===== config.mk =====
export PLATFORM = sky130hd
export DESIGN_NAME = i2c_regbank_arbiter
export DESIGN_NICKNAME = d
export VERILOG_FILES = /design/src/rtl/i2c_arb_pkg.sv /design/src/rtl/rr_arbiter.sv /design/src/rtl/i2c_regbank_arbiter.sv
export SDC_FILE = /design/constraint.sdc
export NUM_CORES = 1
export LEC_CHECK = 0
export BUFFER_PORTS_ARGS = -buffer_cell sky130_fd_sc_hd__buf_2
export CORE_UTILIZATION = 48
export CTS_CLUSTER_DIAMETER = 30
export DETAILED_ROUTE_END_ITERATION = 6
export HOLD_SLACK_MARGIN = 0.06
export PLACE_DENSITY_LB_ADDON = 0.1
export SETUP_SLACK_MARGIN = 0.15
export SLEW_MARGIN = 5
export SYNTH_ARGS = -nofsm -noshare
export SYNTH_HDL_FRONTEND = slang
export SYNTH_HIERARCHICAL = 1
export SYNTH_SLANG_ARGS = --single-unit
export TNS_END_PERCENT = 30

===== constraint.sdc =====
create_clock -name clk_i -period 1.64 [get_ports clk_i]
set_input_delay 0.328 -clock clk_i [delete_from_list [all_inputs] [get_ports clk_i]]
set_output_delay 0.328 -clock clk_i [all_outputs]
set_load 0.05 [all_outputs]

===== src/rtl/i2c_arb_pkg.sv =====
`default_nettype none
// ============================================================================
// Module      : i2c_arb_pkg
// Description : Shared constants for the I2C register-bank arbiter. Holds
//               the FSM state encoding, the write/read operation codes and
//               the timeout counter width.
// Revision    : 1.0 - initial release
// ============================================================================
package i2c_arb_pkg;

    localparam logic [1:0] c_IDLE    = 2'd0;
    localparam logic [1:0] c_GRANT   = 2'd1;
    localparam logic [1:0] c_ACCESS  = 2'd2;
    localparam logic [1:0] c_RELEASE = 2'd3;

    localparam logic c_WRITE_OP = 1'b1;
    localparam logic c_READ_OP  = 1'b0;

    localparam int c_TMO_CNT_W = 8;

endpackage : i2c_arb_pkg
`default_nettype wire


===== src/rtl/rr_arbiter.sv =====
`default_nettype none
// ============================================================================
// Module      : rr_arbiter
// Description : Combinational round-robin picker. Scans the request vector
//               starting at the pointer position, wrapping past the top,
//               and returns the first requester found.
// Ports       : i_req   - request vector
//               i_ptr   - index with the highest priority this round
//               o_grant - one-hot winner
//               o_idx   - binary index of the winner
//               o_valid - at least one request present
// Revision    : 1.0 - initial release
// ============================================================================
module rr_arbiter #(
    parameter int NOF_REQUESTERS = 2,
    parameter int IDX_W          = 1
) (
    input  logic [NOF_REQUESTERS-1:0] i_req,
    input  logic [IDX_W-1:0]          i_ptr,
    output logic [NOF_REQUESTERS-1:0] o_grant,
    output logic [IDX_W-1:0]          o_idx,
    output logic                      o_valid
);

    int w_k;

    always_comb begin
        o_grant = '0;
        o_idx   = '0;
        o_valid = 1'b0;
        w_k     = 0;
        for (int i = 0; i < NOF_REQUESTERS; i++) begin
            w_k = int'(i_ptr) + i;
            if (w_k >= NOF_REQUESTERS) begin
                w_k = w_k - NOF_REQUESTERS;
            end
            if (!o_valid && i_req[w_k]) begin
                o_valid      = 1'b1;
                o_grant[w_k] = 1'b1;
                o_idx        = w_k[IDX_W-1:0];
            end
        end
    end

endmodule : rr_arbiter
`default_nettype wire


===== src/rtl/i2c_regbank_arbiter.sv =====
`default_nettype none
// ============================================================================
// Module      : i2c_regbank_arbiter
// Description : Shared 8-bit configuration register bank with a round-robin
//               req/gnt/ack arbiter. Requester 0 is the I2C slave. The whole
//               bank is mirrored on data_o (word 0 in the LSBs).
// Ports       : clk_i, reset_i (async, active-low)
//               req_i/we_i/addr_i/wdata_i - per-requester access request
//               gnt_o (one-hot), ack_o (1-cycle), rdata_o, err_o, busy_o
//               data_o - bank mirror
// Options     : I2C_ARB_LOCK_EN - adds lock_i; a locked winner keeps the
//               grant across repeated accesses without rearbitration.
// Revision    : 1.0 - initial release
// ============================================================================
module i2c_regbank_arbiter
    import i2c_arb_pkg::*;
#(
    parameter int NOF_REQUESTERS   = 2,
    parameter int NOF_DATA_WORDS   = 2,
    parameter int NOF_ADDRESS_BITS = 1,
    parameter int TIMEOUT_CYCLES   = 255
) (
    input  logic                                   clk_i,
    input  logic                                   reset_i,
    input  logic [NOF_REQUESTERS-1:0]              req_i,
    input  logic [NOF_REQUESTERS-1:0]              we_i,
`ifdef I2C_ARB_LOCK_EN
    input  logic [NOF_REQUESTERS-1:0]              lock_i,
`endif
    input  logic [NOF_REQUESTERS*NOF_ADDRESS_BITS-1:0] addr_i,
    input  logic [NOF_REQUESTERS*8-1:0]            wdata_i,
    output logic [NOF_REQUESTERS-1:0]              gnt_o,
    output logic [NOF_REQUESTERS-1:0]              ack_o,
    output logic [7:0]                             rdata_o,
    output logic                                   err_o,
    output logic                                   busy_o,
    output logic [NOF_DATA_WORDS*8-1:0]            data_o
);

    localparam int c_IDX_W = (NOF_REQUESTERS > 1) ? $clog2(NOF_REQUESTERS) : 1;
    localparam logic [c_TMO_CNT_W-1:0] c_TMO_LAST = c_TMO_CNT_W'(TIMEOUT_CYCLES - 1);

    logic [1:0]                    r_state;
    logic [c_IDX_W-1:0]            r_ptr;
    logic [c_IDX_W-1:0]            r_win;
    logic                          r_we;
    logic [NOF_ADDRESS_BITS-1:0]   r_addr;
    logic [7:0]                    r_wdata;
    logic [c_TMO_CNT_W-1:0]        r_cnt;
    logic [NOF_DATA_WORDS*8-1:0]   r_bank;
    logic [NOF_REQUESTERS-1:0]     r_gnt;
    logic [NOF_REQUESTERS-1:0]     r_ack;
    logic [7:0]                    r_rdata;
    logic                          r_err;

    logic [NOF_REQUESTERS-1:0]     w_onehot;
    logic [c_IDX_W-1:0]            w_idx;
    logic                          w_any;
    logic                          w_in_range;
    logic                          w_is_read;

    rr_arbiter #(
        .NOF_REQUESTERS (NOF_REQUESTERS),
        .IDX_W          (c_IDX_W)
    ) u_rr_arbiter (
        .i_req   (req_i),
        .i_ptr   (r_ptr),
        .o_grant (w_onehot),
        .o_idx   (w_idx),
        .o_valid (w_any)
    );

    assign w_in_range = (int'(r_addr) < NOF_DATA_WORDS);
    assign w_is_read  = (r_we == c_READ_OP);

`ifdef I2C_ARB_LOCK_EN
    logic r_locked;
    logic r_seen_low;
    logic w_new_ops;

    // A held request counts as a fresh access once its operands change.
    assign w_new_ops = (we_i[r_win] != r_we) ||
                       (addr_i[r_win*NOF_ADDRESS_BITS +: NOF_ADDRESS_BITS] != r_addr) ||
                       (wdata_i[r_win*8 +: 8] != r_wdata);
`endif

    always_ff @(posedge clk_i or negedge reset_i) begin
        if (!reset_i) begin
            r_state <= c_IDLE;
            r_ptr   <= '0;
            r_win   <= '0;
            r_we    <= c_READ_OP;
            r_addr  <= '0;
            r_wdata <= '0;
            r_cnt   <= '0;
            r_bank  <= '0;
            r_gnt   <= '0;
            r_ack   <= '0;
            r_rdata <= '0;
            r_err   <= 1'b0;
`ifdef I2C_ARB_LOCK_EN
            r_locked   <= 1'b0;
            r_seen_low <= 1'b0;
`endif
        end else begin
            r_ack <= '0;
            r_err <= 1'b0;
            case (r_state)
                c_IDLE: begin
                    if (w_any) begin
                        r_gnt   <= w_onehot;
                        r_win   <= w_idx;
                        r_we    <= we_i[w_idx];
                        r_addr  <= addr_i[w_idx*NOF_ADDRESS_BITS +: NOF_ADDRESS_BITS];
                        r_wdata <= wdata_i[w_idx*8 +: 8];
                        r_state <= c_GRANT;
                    end
                end
                c_GRANT: begin
                    r_state <= c_ACCESS;
                end
                c_ACCESS: begin
                    if (w_in_range) begin
                        if (r_we == c_WRITE_OP) begin
                            r_bank[int'(r_addr)*8 +: 8] <= r_wdata;
                        end else begin
                            r_rdata <= r_bank[int'(r_addr)*8 +: 8];
                        end
                    end else begin
                        // Out-of-range: drop writes, reads return zero.
                        if (w_is_read) begin
                            r_rdata <= 8'h00;
                        end
                        r_err <= 1'b1;
                    end
                    r_ack[r_win] <= 1'b1;
                    r_cnt        <= '0;
                    r_state      <= c_RELEASE;
`ifdef I2C_ARB_LOCK_EN
                    r_locked   <= lock_i[r_win];
                    r_seen_low <= 1'b0;
                    if (!lock_i[r_win]) begin
`else
                    begin
`endif
                        if (int'(r_win) == NOF_REQUESTERS - 1) begin
                            r_ptr <= '0;
                        end else begin
                            r_ptr <= r_win + 1'b1;
                        end
                    end
                end
                c_RELEASE: begin
`ifdef I2C_ARB_LOCK_EN
                    if (r_locked) begin
                        if (!req_i[r_win]) begin
                            r_seen_low <= 1'b1;
                        end
                        if (req_i[r_win] && (r_seen_low || w_new_ops)) begin
                            r_we       <= we_i[r_win];
                            r_addr     <= addr_i[r_win*NOF_ADDRESS_BITS +: NOF_ADDRESS_BITS];
                            r_wdata    <= wdata_i[r_win*8 +: 8];
                            r_seen_low <= 1'b0;
                            r_state    <= c_GRANT;
                        end else if (r_cnt == c_TMO_LAST) begin
                            // Forced release also ends the lock, so the
                            // pointer moves past the stalled owner.
                            r_gnt      <= '0;
                            r_err      <= 1'b1;
                            r_locked   <= 1'b0;
                            r_seen_low <= 1'b0;
                            r_state    <= c_IDLE;
                            if (int'(r_win) == NOF_REQUESTERS - 1) begin
                                r_ptr <= '0;
                            end else begin
                                r_ptr <= r_win + 1'b1;
                            end
                        end else begin
                            r_cnt <= r_cnt + 1'b1;
                        end
                    end else
`endif
                    if (!req_i[r_win]) begin
                        r_gnt   <= '0;
                        r_state <= c_IDLE;
                    end else if (r_cnt == c_TMO_LAST) begin
                        r_gnt   <= '0;
                        r_err   <= 1'b1;
                        r_state <= c_IDLE;
                    end else begin
                        r_cnt <= r_cnt + 1'b1;
                    end
                end
                default: begin
                    r_gnt   <= '0;
                    r_state <= c_IDLE;
                end
            endcase
        end
    end

    assign gnt_o   = r_gnt;
    assign ack_o   = r_ack;
    assign rdata_o = r_rdata;
    assign err_o   = r_err;
    assign busy_o  = (r_state != c_IDLE);
    assign data_o  = r_bank;

endmodule : i2c_regbank_arbiter
`default_nettype wire


## Word-level counts from Yosys, hierarchy flattened

Cells that the tools add are included.

| storage, ports and cells | value |
|---|---|
| bits in writable memories | 0 |
| bits in latches | 0 |
| output and inout port bits | 30 |
| register bits | 51 |
| memory bits (read-only) | 0 |
| memories kept | 0 |

| cells by class | value |
|---|---|
| multipliers | 0 |
| $lt $le $gt $ge | 9 |
| add/subtract/negate cells | 6 |
| multiplexer cells | 39 |
| bitwise logic cells | 2 |
| reduce and logical (&&, ||, !) cells | 15 |
| equality and inequality tests | 8 |
| divide/modulo/power cells | 0 |
| shifts and indexed selects | 5 |

Operators with widths:

| operator | count |
|---|---|
| greater-or-equal comparator 32 x 1 -> 1 bit (second input constant) | 2 |
| < comparator 32 x 3 -> 1 bit (second input constant) | 2 |
| 2-to-1 mux 32 bit | 2 |
| negator 4 -> 33 bit | 1 |
| variable shift 8 x 33 -> 16 bit (first input constant) | 1 |
| variable part select 8 x 33 -> 16 bit | 1 |
| greater-or-equal comparator 32 x 3 -> 1 bit (second input constant) | 1 |
| variable part select 16 x 5 -> 8 bit | 2 |
| subtractor 32 x 3 -> 32 bit (second input constant) | 1 |
| 2-to-1 mux 1 bit | 21 |
| bitwise mux 16 bit | 1 |
| 2-to-1 mux 8 bit | 2 |
| one-hot mux 8 bit (2 select lines) | 1 |
| 2-to-1 mux 2 bit | 7 |
| adder 8 x 1 -> 8 bit (second input constant) | 1 |
| equality test 8 bit (second input constant) | 1 |
| one-hot mux 2 bit (4 select lines) | 1 |
| AND reduction 2 bit | 4 |
| AND reduction 3 bit | 2 |
| nonzero test 2 bit | 3 |
| equality test 2 bit (second input constant) | 2 |
| logical AND 1 bit | 4 |
| < comparator 1 x 2 -> 1 bit (second input constant) | 2 |
| inequality test 2 bit (second input constant) | 2 |
| 15 further kinds | 17 |

## Depth between registers and ports, before layout

Gate-level depths: netlist of the first run.

| depth | value |
|---|---|
| word-level depth | 11 |
| gate-level depth with buffers | 7 |

## Modules after synthesis

The synthesis of the first run kept the hierarchy.

By module, submodules not included:

| module | cells each | area each (µm²) | instances | seq. area each (µm²) |
|---|---|---|---|---|
| i2c_regbank_arbiter | 196 | 2,338.5 | 1 | 1,276.2 |
| rr_arbiter | 5 | 32.5 | 1 | 0.0 |

## Worst setup path after synthesis of the first run

OpenSTA, ideal clock, no wires.

| timing path | value |
|---|---|
| kind | reg-to-reg |
| start | register r_cnt[0] |
| end | register r_cnt[4] |
| data arrival time | 1.465 ns |
| cell stages (with the launch flop) | 7 |
| clock period less this slack | 1.583 ns |
| path slack | 0.057 ns |
| required time | 1.522 ns |
| library setup time | 0.118 ns |
| path through | dfrtp_1 -> inv_1 -> ha_1 -> nand3_2 -> o211ai_4 -> mux2_2 -> a21o_1 |

| on the way | value |
|---|---|
| cells in the longest elaborated chain, start to end | 4 |
| elaborated cells between the ends (all ways) | 7 |
| those cells by class | add/sub (1); eq/ne (2); mux (3); reduce/logical (1) |

RTL lines:

| element | line | text |
|---|---|---|
| start: declaration | i2c_regbank_arbiter.sv:49 | `logic [c_TMO_CNT_W-1:0] r_cnt;` |
| start signal: assignment | i2c_regbank_arbiter.sv:191 | `r_cnt <= r_cnt + 1'b1;` |
| adder 8 x 1 -> 8 bit | i2c_regbank_arbiter.sv:191 |  |
| 2-to-1 mux 8 bit | i2c_regbank_arbiter.sv:186 | `end else if (r_cnt == c_TMO_LAST) begin` |
| 2-to-1 mux 8 bit | i2c_regbank_arbiter.sv:183 | `if (!req_i[r_win]) begin` |
| one-hot mux 8 bit (2 select lines) | i2c_regbank_arbiter.sv:108 | `case (r_state)` |

Parallel ways exist; a longest one is shown, timed or not. The select of a mux whose other input is x is not followed.
A chain may end at the register's enable or synchronous reset.

## Final worst setup path of the first run

| timing path | value |
|---|---|
| start | register r_cnt[1] |
| end | register r_state[1] |

| on the way | value |
|---|---|
| cells in the longest elaborated chain, start to end | 3 |

RTL lines:

| element | line | text |
|---|---|---|
| equality test 8 bit | i2c_regbank_arbiter.sv:186 |  |
| inequality test 3 bit (no source line) | n/a |  |
| AND reduction 2 bit (no source line) | n/a |  |
| end signal: assignment | i2c_regbank_arbiter.sv:185 | `r_state <= c_IDLE;` |
| end signal: assignment | i2c_regbank_arbiter.sv:189 | `r_state <= c_IDLE;` |
| end signal: assignment | i2c_regbank_arbiter.sv:196 | `r_state <= c_IDLE;` |
| end: declaration | i2c_regbank_arbiter.sv:43 | `logic [1:0] r_state;` |

No other way between the ends.

==> results of run 1 <==
## registers in the layout, summed over array words and instances (netlist names), 2 cells and up
signal	flops
ack_o	2
data_o	16
gnt_o	2
r_cnt	8
r_state	2
r_wdata	8
rdata_o	8
## routing by layer
metal	up-vias	global-route usage	wire, um
met5	-	0	0
met4	0	0.0675	46
li1	848	-	-
met3	6	0.0500	191
met2	46	0.264	2010
met1	794	0.302	2580
## area by class of cell
| class | instances | share of cell area |
|---|---|---|
| multi-input cells | 134 | 0.359 |
| well taps | 67 | 0.0273 |
| clock inverters | 2 | 0.0196 |
| repair buffers | 73 | 0.146 |
| flip-flops and latches | 51 | 0.416 |
| inverters | 7 | 0.00856 |
| clock buffers | 6 | 0.0237 |
## critical path, delay by kind of cell (launching register included)
family | cells | cell delay [ns]
and+or+nand+nor | 1 | 0.08
AOI/OAI and AO/OA | 2 | 0.46
muxes | 1 | 0.32
DFF | 1 | 0.43
adders and majority gates | 1 | 0.20
## cell families (layout without fill, tap and decap cells)
family | after synthesis | after routing | share of synthesized area
AOI/OAI and AO/OA | 38 | 38 | 0.106
adders and majority gates | 6 | 6 | 0.0317
buffers and inverters | 16 | 88 | 0.0301
DFF | 51 | 51 | 0.538
muxes | 42 | 42 | 0.191
and+or+nand+nor | 48 | 48 | 0.103
## cells in the final DEF, fill, tap and decap left out, types with 2 or more instances in the layout
cell       synthesis  final
buf_2              3     52
buf_4              0     16
nor2_1            13     13
a21o_1             2      2
mux2i_1           22     22
a22oi_1            2      2
bufinv_16          0      2
nor3_1             2      2
mux2_2            18     11
a21boi_0           3      2
dfrtp_1           51     51
ha_1               6      4
buf_6              1      2
o2bb2ai_1          2      2
mux2_4             2      9
clkbuf_8           0      5
nand2_1           15     14
o21ai_0           10     10
inv_1              7      5
and2_1             2      2
inv_2              0      2
a21oi_1           11     11
nand3_1            5      4
## cell usage after synthesis, types with 2 or more instances
library cell,number
dfrtp_1,51
mux2i_1,22
mux2_2,18
nand2_1,15
nor2_1,13
a21oi_1,11
o21ai_0,10
inv_1,7
ha_1,6
clkbuf_1,5
nand3_1,5
a21boi_0,3
buf_2,3
a21o_1,2
a22oi_1,2
and2_1,2
mux2_4,2
nand2b_1,2
nor3_1,2
nor4b_1,2
o2bb2ai_1,2
## stage by stage
stage	instance area [um^2]	util	TNS (ns)	hold WS (ns)	instances
after floorplan	2380	-	0	0.0324	201
after global placement	2770	0.586	0	0.232	322
after detailed placement	2770	0.586	0	0.237	322
after CTS	2980	0.632	0	0.306	337
after global routing	3070	0.650	-0.0347	0.328	340
final	3070	0.650	0	0.316	340
## report_power, final
| group | total (mW) | switching (mW) | leakage, nW | internal, mW |
|---|---|---|---|---|
| Clock | 1.03 | 0.418 | 0.0654 | 0.610 |
| Sequential | 2.20 | 0.413 | 0.617 | 1.79 |
| Combinational | 3.55 | 2.26 | 0.822 | 1.29 |
| Total | 6.78 | 3.09 | 1.50 | 3.69 |
## timing repair
item | CTS | global route
pin swaps | 3 | 3
hold buffers | 1 | 0
buffers inserted | 6 | 3
gates resized for setup | 9 | 15
endpoints found under the setup margin | 32 | 47
endpoints found under the hold margin | 11 | 0
## worst max-delay path by stage
stage / cells past startpoint / endpoint / slack [ns]
4_1_cts: 6 / rdata_o[2] / 0.02
5_1_grt: 5 / r_state[1] / -0.02
2_1_floorplan: 5 / r_state[1] / 0.06
3_5_place_dp: 6 / r_cnt[4] / 0.01
3_3_place_gp: 6 / r_cnt[4] / 0.04
6_report: 5 / r_state[1] / 0.04
==> run_results.csv, run 1 <==
group,metric,value,unit
outcome,outcome,"complete, no violations",
timing,rsz0062_at_grt,"true",
worst_setup_path,r2r_end,"r_state[1]",
clock_tree,htreeDepth,2,
worst_setup_path,worstPathArrival,1.79,ns
timing,setup_viol,0,
layout,seq_area,1280,um^2
routing,drtIter0Drc,85,
placed_design,numPortBuffers,53,
layout,fin_nets,302,
hold_path,hold_class,"input port to flip-flop",
synthesis,ys_async_sr_fraction,1.00,
worst_setup_path,crit_fanout,5,
timing,slew_headroom,0.799,
hold_path,whs_endpoint,"r_wdata[6]",
hold_path,hold_start,"wdata_i[6]",
worst_setup_path,max_stage_delay,0.43,ns
clock_tree,cts_tree,"yes",
layout,drive_gt1_frac,0.418,
power,leakagePower,1.50,nW
clock_tree,clk_latency,0.30,ns
worst_setup_path,rrSetupSlack,0.04,ns
placed_design,gp_congestion,0.807,
timing,finalHoldViolCount,0,
global_routing,grt_usage,0.195,
synthesis,synthCells,201,
worst_setup_path,crit_start,"r_cnt[1]",
worst_setup_path,rr_worst_depth,5,
global_routing,grt-ovfl-total,0,
routing,viasPerCell,4.98,
floorplan,dieArea,5220,um^2
worst_setup_path,crit_chain,"ha_2 > nand3_2 > o211ai_4 > o21ai_2 > mux2_4",
flow_run,max_cap_viol_count,0,
synthesis,avgSynthCellArea,11.8,um^2
timing,fin_skew,0.00516,ns
worst_setup_path,start_kind,"flip-flop",
routing,drc,0,
worst_setup_path,cpMaxStageDelayCell,"dfrtp_1",
synthesis,yosys.area.top_type,"dfrtp_1",
power,power,6.78,mW
timing,fmax,626,MHz
timing,period_needed,1.60,ns
global_routing,grt_pass1_wl,7730,um
clock_tree,cts_max_path_buffers,2,
worst_setup_path,crit_path_end_kind,"flip-flop",
global_routing,antenna_found_initial,0,
floorplan,row_count,25,
synthesis,syn_nets,231,
clock_tree,path_clk_slew,0.09,ns
synthesis,netlist_area,2370,um^2
placed_design,pre_cts_slack,0.0147,ns
floorplan,io_pins,54,
synthesis,ys_seq_area_frac,0.538,
synthesis,yosys_warnings,6,
routing,vias,1694,
worst_setup_path,required,1.83,ns
routing,routed_wl,4830,um
layout,diodes,0,
worst_setup_path,crit_type,"flip-flop to flip-flop",
timing,finalCritPeriodShare,0.974,
floorplan,fp.dieH,72.3,um
synthesis,ys.flop_type,"dfrtp_1",
routing,dr.pass1.iters,4,
timing,fin_ws,0.0423,ns
worst_setup_path,r2r-start,"r_cnt[1]",
layout,multi_input_area,1100,um^2
timing,tightest_slew,0.298,ns
clock_tree,cts_made_buffers,5,
synthesis,synth.distinct_cells,37,
power,cellPowerDensity,2210,nW/um^2
hold_path,whs_path_depth,3,
global_routing,grt_max_degree,41,
routing,wl_per_cell,14.2,um
layout,n_fill_cell,394,
layout,area_delta_synth_final,29.4,%
floorplan,initial_core_util,0.502,
placed_design,place_hpwl,3250,um
routing,antenna_left,0,
clock_tree,clock_sinks,51,
timing,maxSlewViolCount,0,
global_routing,grt_pass1_vias,1576,
synthesis,synth_top_area_frac,0.538,
power,ir_drop,0.937,mV
synthesis,synth_seq_cells,51,
synthesis,synthTopCellsByArea,"dfrtp_1 54%, mux2i_1 9.3%, mux2_2 8.5%",
floorplan,fp.dieW,72.3,um
floorplan,core,4720,um^2
clock_tree,cts-root-buf,"clkbuf_8",
synthesis,synth_edf_count,0,
(Power assumes the default switching activity.)
==> inputs of run 2 (changes only) <==
SETUP_SLACK_MARGIN = default   (was 0.15)
==> run 2 against run 1 <==
  * Total power fell by 7.5%
  * Combinational power shrank 5%
  * Clock skew decreased by 0.0016 ns
  * Highest routed layer unchanged
  * Largest power group unchanged
  * Critical endpoint is now r_cnt[4]
  * Largest cell class unchanged
  * Maximum frequency increased by 1.2%
  * Sequential share of layout area rose by 1.9 points
  * Cell count fell by 1.2%
  * Core utilization fell by 2.8 points
==> run_results.csv, run 2 (synthesis results as in run 1) <==
group,metric,value,unit
global_routing,grt_pass1_wl,7690,um
worst_setup_path,required,1.84,ns
layout,final_common_cell,"buf_2",
worst_setup_path,worstPathArrival,1.78,ns
power,leakagePower,1.41,nW
timing,fin_tns_setup,0,ns
worst_setup_path,cpMaxStageDelayCell,"dfrtp_1",
hold_path,hold_class,"input port to flip-flop",
power,seqPwrFrac,0.343,
worst_setup_path,crit_path_end_kind,"flip-flop",
placed_design,numPortBuffers,53,
routing,vias,1671,
routing,drtIter0Drc,68,
clock_tree,htreeDepth,2,
clock_tree,path_clk_slew,0.09,ns
global_routing,grt-ovfl-total,0,
routing,dr.pass1.iters,6,
floorplan,dieArea,5220,um^2
timing,finalCritPeriodShare,0.962,
timing,fin_skew,0.00360,ns
global_routing,antenna_found_initial,0,
layout,diodes,0,
worst_setup_path,critPathBufInv,1,
layout,drive_gt1_frac,0.409,
clock_tree,clock_sinks,51,
power,p_clk_frac,0.122,
placed_design,gp_congestion,0.755,
layout,most-common-layout-cells,"52 x buf_2, 51 x dfrtp_1, 21 x mux2i_1, 18 x mux2_2, 15 x nand2_1",
power,p_comb_frac,0.535,
layout,area_delta_synth_final,23.9,%
timing,period_needed,1.58,ns
clock_tree,cts_made_buffers,5,
global_routing,grt_max_degree,52,
floorplan,initial_core_util,0.502,
layout,fin_util,0.622,
worst_setup_path,start_kind,"flip-flop",
power,switching_share,0.475,
timing,slew_headroom,0.815,
clock_tree,cts_tree,"yes",
clock_tree,clk_latency,0.30,ns
floorplan,io_pins,54,
global_routing,grt_usage,0.193,
worst_setup_path,cp_top_family,"compound AO/OA/AOI/OAI gates",
timing,rsz0062_at_grt,"true",
worst_setup_path,max_stage_delay,0.39,ns
floorplan,fp.dieH,72.3,um
timing,finalHoldViolCount,0,
power,internal_power,3.29,mW
power,ir_drop,0.919,mV
timing,tightest_slew,0.277,ns
layout,largest_reg_flops,16,
routing,antenna_left,0,
floorplan,row_count,25,
floorplan,fp.dieW,72.3,um
layout,fin_nets,298,
floorplan,core,4720,um^2
routing,drc,0,
worst_setup_path,crit_type,"flip-flop to flip-flop",
global_routing,grt_pass1_vias,1564,
placed_design,place_hpwl,3280,um
routing,viasPerCell,4.97,
timing,fmax,634,MHz
worst_setup_path,crit_chain,"inv_1 > ha_1 > nand3_2 > o211ai_4 > mux2_2 > a21o_1",
timing,maxSlewViolCount,0,
routing,routed_wl,4570,um
timing,setup_viol,0,
outcome,outcome,"complete, no violations",
routing,wl_per_cell,13.6,um
power,switching_power,2.98,mW
power,cellPowerDensity,2140,nW/um^2
flow_run,max_cap_viol_count,0,
worst_setup_path,crit_fanout,4,
clock_tree,cts-root-buf,"clkbuf_8",
clock_tree,cts_max_path_buffers,2,
[run 2: changes by cell type in the layout (fill, tap and decap cells not counted), moves of 2 or more]
cell	delta
buf_6	-2
mux2_4	-7
ha_2	+2
buf_4	-2
bufinv_16	-2
mux2_2	+7
[run 2: metal layers]
metal / vias up / wire length [um] / GRT usage
li1: 845 / - / -
met1: 776 / 2320 / 0.293
met2: 45 / 2020 / 0.276
met3: 5 / 175 / 0.0444
met4: 0 / 47 / 0.0588
met5: - / 0 / 0
[run 2: timing repair]
action | in CTS | in global routing
hold endpoints to repair | 51 | 0
endpoints found under the setup margin | 2 | 22
pin swaps | 0 | 1
resized for setup | 4 | 8
setup buffers | 0 | 0
hold buffers | 1 | 0
[run 2: worst paths after layout]
| path | start | to | slack (ns) | cells past startpoint |
|---|---|---|---|---|
| worst max-delay path | r_cnt[0] | r_cnt[4] | 0.06 | 6 |
| min in group asynchronous | reset_i | rdata_o[0] | 0.53 | 3 |
| worst min-delay path | wdata_i[4] | r_wdata[4] | 0.31 | 3 |
| max in group asynchronous | reset_i | gnt_o[1] | 0.88 | 3 |
| worst max register to register | r_cnt[0] | r_cnt[4] | 0.06 | 6 |
| worst min register to register | rdata_o[5] | rdata_o[5] | 0.48 | 2 |
[run 2: power groups by stage]
stage / Sequential, mW / Combinational (mW) / Clock [mW]
2_1_floorplan: 3.26 / 1.34 / 0
3_3_place_gp: 2.17 / 3.26 / 0
3_5_place_dp: 2.18 / 3.30 / 0
4_1_cts: 2.16 / 3.35 / 0.791
5_1_grt: 2.23 / 3.60 / 0.824
6_report: 2.15 / 3.36 / 0.763
[run 2: layout make-up]
cell class	count	area, um^2
clock buffers	6	82.6
clock inverters	2	16.3
inverters	7	26.3
well taps	67	83.8
repair buffers	69	410
fillers	395	1790
flip-flops and latches	51	1280
multi-input cells	134	1040
[run 2: worst min-delay path, stage by stage]
cell,delay (ns)
buf_2,0.07
mux2i_1,0.05
a21oi_1,0.13
[run 2: stage by stage]
step | instances | hold slack, ns | power [mW] | cell area (um^2) | setup WS, ns
5_1_grt | 336 | 0.324 | 6.66 | 2940 | -0.0133
2_1_floorplan | 201 | 0.0324 | 4.60 | 2370 | 0.0572
3_3_place_gp | 327 | 0.340 | 5.43 | 2800 | 0.0830
3_5_place_dp | 327 | 0.340 | 5.48 | 2800 | 0.00228
4_1_cts | 336 | 0.307 | 6.30 | 2920 | 0.0241
6_report | 336 | 0.311 | 6.27 | 2940 | 0.0616
